===== src/rtl/mem_arbiter_pkg.sv =====
// Shared types for the unified-memory arbiter.
// State and owner encodings used by the arbiter and its response tracker.
package mem_arbiter_pkg;

  typedef enum logic {
    ARB_IDLE,
    ARB_BUSY
  } arb_state_t;

  typedef enum logic {
    OWN_IF,
    OWN_D
  } arb_owner_t;

endpackage


===== src/rtl/mem_resp_tracker.sv =====
// Tracks the single in-flight memory access: latency countdown,
// owning port and whether it was a store.
module mem_resp_tracker
  import mem_arbiter_pkg::*;
#(
  parameter int MEM_LATENCY = 1
) (
  input  logic clk,
  input  logic reset,
  input  logic launch_i,
  input  logic launch_d_i,
  input  logic launch_we_i,
  output logic rvalid_o,
  output logic owner_d_o,
  output logic store_o
);

  localparam int CW = $clog2(MEM_LATENCY + 1);

  logic [CW-1:0] lat_cnt_q, lat_cnt_d;
  arb_owner_t    owner_q;
  logic          store_q;

  always_comb begin
    lat_cnt_d = lat_cnt_q;
    if (launch_i)
      lat_cnt_d = CW'(MEM_LATENCY);
    else if (lat_cnt_q != '0)
      lat_cnt_d = lat_cnt_q - CW'(1);
  end

  always_ff @(posedge clk) begin
    if (reset) begin
      lat_cnt_q <= '0;
      owner_q   <= OWN_IF;
      store_q   <= 1'b0;
    end else begin
      lat_cnt_q <= lat_cnt_d;
      if (launch_i) begin
        owner_q <= launch_d_i ? OWN_D : OWN_IF;
        store_q <= launch_d_i & launch_we_i;
      end
    end
  end

  assign rvalid_o  = (lat_cnt_q == CW'(1));
  assign owner_d_o = (owner_q == OWN_D);
  assign store_o   = store_q;

endmodule


===== src/rtl/mem_arbiter.sv =====
// Shares one fixed-latency single-port memory between fetch and
// load/store; data wins ties until its burst budget runs out.
module mem_arbiter
  import mem_arbiter_pkg::*;
#(
  parameter int ADDR_W         = 32,
  parameter int DATA_W         = 32,
  parameter int MEM_LATENCY    = 1,
  parameter int MAX_DATA_BURST = 4
) (
  input  logic                clk,
  input  logic                reset,
  input  logic                if_req,
  input  logic [ADDR_W-1:0]   if_addr,
  output logic                if_gnt,
  output logic                if_rvalid,
  output logic [DATA_W-1:0]   if_rdata,
  input  logic                d_req,
  input  logic                d_we,
  input  logic [ADDR_W-1:0]   d_addr,
  input  logic [DATA_W-1:0]   d_wdata,
  input  logic [DATA_W/8-1:0] d_be,
  output logic                d_gnt,
  output logic                d_rvalid,
  output logic [DATA_W-1:0]   d_rdata,
  output logic                mem_req,
  output logic                mem_we,
  output logic [ADDR_W-1:0]   mem_addr,
  output logic [DATA_W-1:0]   mem_wdata,
  output logic [DATA_W/8-1:0] mem_be,
  input  logic [DATA_W-1:0]   mem_rdata
);

  localparam int BW = $clog2(MAX_DATA_BURST + 1);

  arb_state_t    state_q, state_d;
  logic [BW-1:0] burst_q, burst_d;
  logic          rsp, rsp_d_own, rsp_store;
  logic          grant_ok, d_win, if_win, launch;

  // The response cycle frees the memory, so a new grant may overlap it.
  assign grant_ok = !reset && (state_q == ARB_IDLE || rsp);
  assign d_win    = grant_ok && d_req &&
                    (!if_req || burst_q != BW'(MAX_DATA_BURST));
  assign if_win   = grant_ok && if_req && !d_win;
  assign launch   = d_win || if_win;
  assign d_gnt    = d_win;
  assign if_gnt   = if_win;

  always_comb begin
    mem_req   = 1'b0;
    mem_we    = 1'b0;
    mem_addr  = '0;
    mem_wdata = '0;
    mem_be    = '0;
    unique case (1'b1)
      d_win: begin
        mem_req   = 1'b1;
        mem_we    = d_we;
        mem_addr  = d_addr;
        mem_wdata = d_wdata;
        mem_be    = d_be;
      end
      if_win: begin
        mem_req  = 1'b1;
        mem_addr = if_addr;
        mem_be   = '1;
      end
      default: ;
    endcase
  end

  always_comb begin
    state_d = state_q;
    if (launch)
      state_d = ARB_BUSY;
    else if (rsp)
      state_d = ARB_IDLE;
    burst_d = burst_q;
    if (d_win) begin
      if (!if_req)
        burst_d = '0;
      else if (burst_q != BW'(MAX_DATA_BURST))
        burst_d = burst_q + BW'(1);
    end else if (if_win) begin
      burst_d = '0;
    end
  end

  always_ff @(posedge clk) begin
    if (reset) begin
      state_q <= ARB_IDLE;
      burst_q <= '0;
    end else begin
      state_q <= state_d;
      burst_q <= burst_d;
    end
  end

  mem_resp_tracker #(
    .MEM_LATENCY(MEM_LATENCY)
  ) u_tracker (
    .clk         (clk),
    .reset       (reset),
    .launch_i    (launch),
    .launch_d_i  (d_win),
    .launch_we_i (d_we),
    .rvalid_o    (rsp),
    .owner_d_o   (rsp_d_own),
    .store_o     (rsp_store)
  );

  assign if_rvalid = !reset && rsp && !rsp_d_own;
  assign d_rvalid  = !reset && rsp && rsp_d_own;
  assign if_rdata  = if_rvalid ? mem_rdata : '0;
  assign d_rdata   = (d_rvalid && !rsp_store) ? mem_rdata : '0;

endmodule


===== config.mk =====
export PLATFORM = sky130hd
export DESIGN_NAME = mem_arbiter
export DESIGN_NICKNAME = d
export VERILOG_FILES = /design/src/rtl/mem_arbiter_pkg.sv /design/src/rtl/mem_resp_tracker.sv /design/src/rtl/mem_arbiter.sv
export SDC_FILE = /design/constraint.sdc
export NUM_CORES = 1
export LEC_CHECK = 0
export ABC_AREA = 1
export BUFFER_PORTS_ARGS = -buffer_cell sky130_fd_sc_hd__clkbuf_2
export CORE_AREA = 2 2 105 107
export DETAILED_ROUTE_END_ITERATION = 7
export DIE_AREA = 0 0 107 109
export REMOVE_ABC_BUFFERS = 1
export SKIP_CTS_REPAIR_TIMING = 1
export SLEW_MARGIN = 20
export SYNTH_ARGS = -nofsm -noshare
export SYNTH_HDL_FRONTEND = slang
export SYNTH_SLANG_ARGS = --single-unit

===== constraint.sdc =====
create_clock -name clk -period 2.4 [get_ports clk]
set_input_delay 0.6 -clock clk [delete_from_list [all_inputs] [get_ports clk]]
set_output_delay 0.6 -clock clk [all_outputs]
set_load 0.01 [all_outputs]

==> impl_metrics.tcl <==
set metrics [dict create \
    highest_layer "met4" \
    grt_max_degree 40 \
    place_ws_ns 0.1597 \
    routedWlPerCell_um 10.85 \
    layout-drive-gt1-share_pct 53.53 \
    worstPathArrival_ns 1.73 \
    root_buffer "clkbuf_8" \
    worst_pin_slew_ns 0.2158 \
    drv_cap 0 \
    overflow 0 \
    finClkSkew_ns 0.001145 \
    muxShareOfSynthArea_pct 0 \
    netlist_area_um2 1604 \
    synth_compound_area_share_pct 2.340 \
    synth_top_family_by_area "simple AND/OR/NAND/NOR gates" \
    worstPathRequired_ns 1.80 \
    die_h_um 109 \
    drc_errors 0 \
    timing.final.crit_share_pct 96.94 \
    max_stage_delay_ns 0.34 \
    routed-wl-met3_um 819 \
    crit_chain "inv_2, ha_4, nand3_2, nand2_2, nor2_4, clkinv_4, buf_12, clkbuf_16, nand3_1, nand2_1, clkbuf_2" \
    wl_met1_um 3208 \
    nNetsFinal 764 \
    diodes 0 \
    drt-initial-drc-count 115 \
    synth_top_area_cell "nor2_1" \
    hp-start "burst_q[1]" \
    io_pins 275 \
    clk_pin_slew_ns 0.04 \
    grt_usage_pct 11.17 \
    syn_avg_cell_area_um2 4.704 \
    status "finished clean" \
    vdd_drop_max_mv 0.2352 \
    wl_met2_um 4233 \
    place.gp.congestion 0.8006 \
    cp_slowest_cell "dfxtp_2" \
    fin_area_um2 3455 \
    hold_class "reg -> reg" \
    firstDrtPassIters 4 \
    yosysTopAreaCellShare_pct 22.93 \
    die_area_um2 11660 \
    route.vias.total 2936 \
    dpl_cell_area_um2 3186 \
    fmax_ghz 0.4298 \
    vias_per_cell 3.843 \
    setup_ws_ns 0.07340 \
    io_buffers 274 \
    synth-adder-area-share_pct 1.560 \
    placed_cells 751 \
    end_kind "output port" \
    synthSimpleGateAreaFrac_pct 59.83 \
    slew_viol_final 0 \
    clock-sinks 7 \
    ys_seq_area_share_pct 8.736 \
    fillCellCount 1187 \
    p_leak_nw 2.468 \
    cts_tree "yes" \
    coreArea_um2 10600 \
    ys_warn_count 0 \
    synthTopCellsByArea "nor2_1 23%, nand2_1 21%, inv_1 18%" \
    grt_pass1_vias 2384 \
    antenna_left 0 \
    hold_viol 0 \
    crit_start "burst_q[0]" \
    reg2reg_from "burst_q[0]" \
    clkLatencyLatePin_ns 0.23 \
    p_per_area_nw_per_um2 253.3 \
    rsz0062_at_grt "true" \
    max-clock-path-buffers 2 \
    cp_max_fo 6 \
    syn_to_final_growth_pct 115.4 \
    synth_cells 341 \
    fp.dieW_um 107 \
    cts_made_buffers 3 \
    std_cell_rows 38 \
    instances_no_fill 764 \
    grt_pass1_wl_um 10630 \
    synth_xor_area_share_pct 0 \
    dp_hpwl_um 6787 \
    setup_violations 0 \
    ys_ff_latch 7 \
    relSlewSlack_pct 85.58 \
    start_kind "flip-flop" \
    htreeDepth 1 \
    min_period_ns 2.327 \
    start_util_pct 15.13 \
    antenna_found_initial 0 \
    crit_type "reg -> out" \
    yosys.cell_types.count 19 \
    drt-total-wl_um 8288 \
]
[placed cells by master (no fill, tap or decap), types with 4 or more instances in the layout]
master,count
nand3_2,12
nor2_1,94
a21oi_1,5
inv_1,74
buf_4,14
nand2_1,85
clkbuf_2,257
buf_2,16
dfxtp_1,5
nand2_2,4
nand3_1,21
buf_12,6
[sequential cells by signal, indices dropped and copies added (netlist names)]
register             cells
state_q                  1
u_tracker.rvalid_o       1
burst_q                  3
u_tracker.owner_d_o      1
u_tracker.store_o        1
[worst max-delay path, delay by kind of cell (launching register included)]
family                   cells  cell delay (ns)
flip-flops                   1             0.34
adder cells (fa/ha/maj)      1             0.15
buffers and inverters        5             0.58
AND/OR/NAND/NOR              5             0.42
[synthesized netlist by cell type (all sizes together)]
library cell	count
nand3	33
ha	2
o211ai	1
and3	1
o21ai	1
nor3	1
a21oi	5
nand2	90
buf	21
inv	79
dfxtp	7
nor2	100
[where the power goes]
group	internal [W]	switching (W)
Sequential	0.000125	0.00000425
Combinational	0.000273	0.000309
Clock	0.000115	0.0000499
[worst paths after layout]
| check | to | slack, ns | cells after the start |
|---|---|---|---|
| worst max-delay path | mem_addr[5] | 0.07 | 11 |
| worst min-delay path | burst_q[1] | 0.47 | 2 |
| worst max register to register | u_tracker.store_o | 0.93 | 9 |
| worst min register to register | burst_q[1] | 0.47 | 2 |
[cell type report]
class | count | area, um2 | area share [%]
repair buffers | 300 | 1715 | 49.66
multi-input cells | 234 | 1072 | 31.04
inverters | 79 | 304.0 | 8.801
well taps | 140 | 175.2 | 5.071
flip-flops and latches | 7 | 142.6 | 4.129
clock buffers | 4 | 45.04 | 1.304
[kinds of logic (layout without fill, tap and decap cells)]
kind of cell	after synthesis	after routing
buffers and inverters	100	383
AOI/OAI and AO/OA	7	7
and+or+nand+nor	225	225
DFF	7	7
adders and majority gates	2	2
[layer usage]
metal  GRT usage, %  vias up
met4          1.391        0
met3          2.271        2
li1               -     1538
met5              0        -
met1          12.53     1225
met2          22.16      171
[stage by stage]
step	total power [W]	TNS, ns	hold slack, ns	util [%]
2_1_floorplan	0.0003597	-18.24	0.4349	-
3_3_place_gp	0.0006601	0	0.4722	30.04
3_5_place_dp	0.0006584	0	0.4741	30.04
4_1_cts	0.0008289	0	0.4789	30.47
5_1_grt	0.0009479	-0.1696	0.4952	32.58
6_report	0.0008752	0	0.4710	32.58
(Power assumes the default switching activity.)
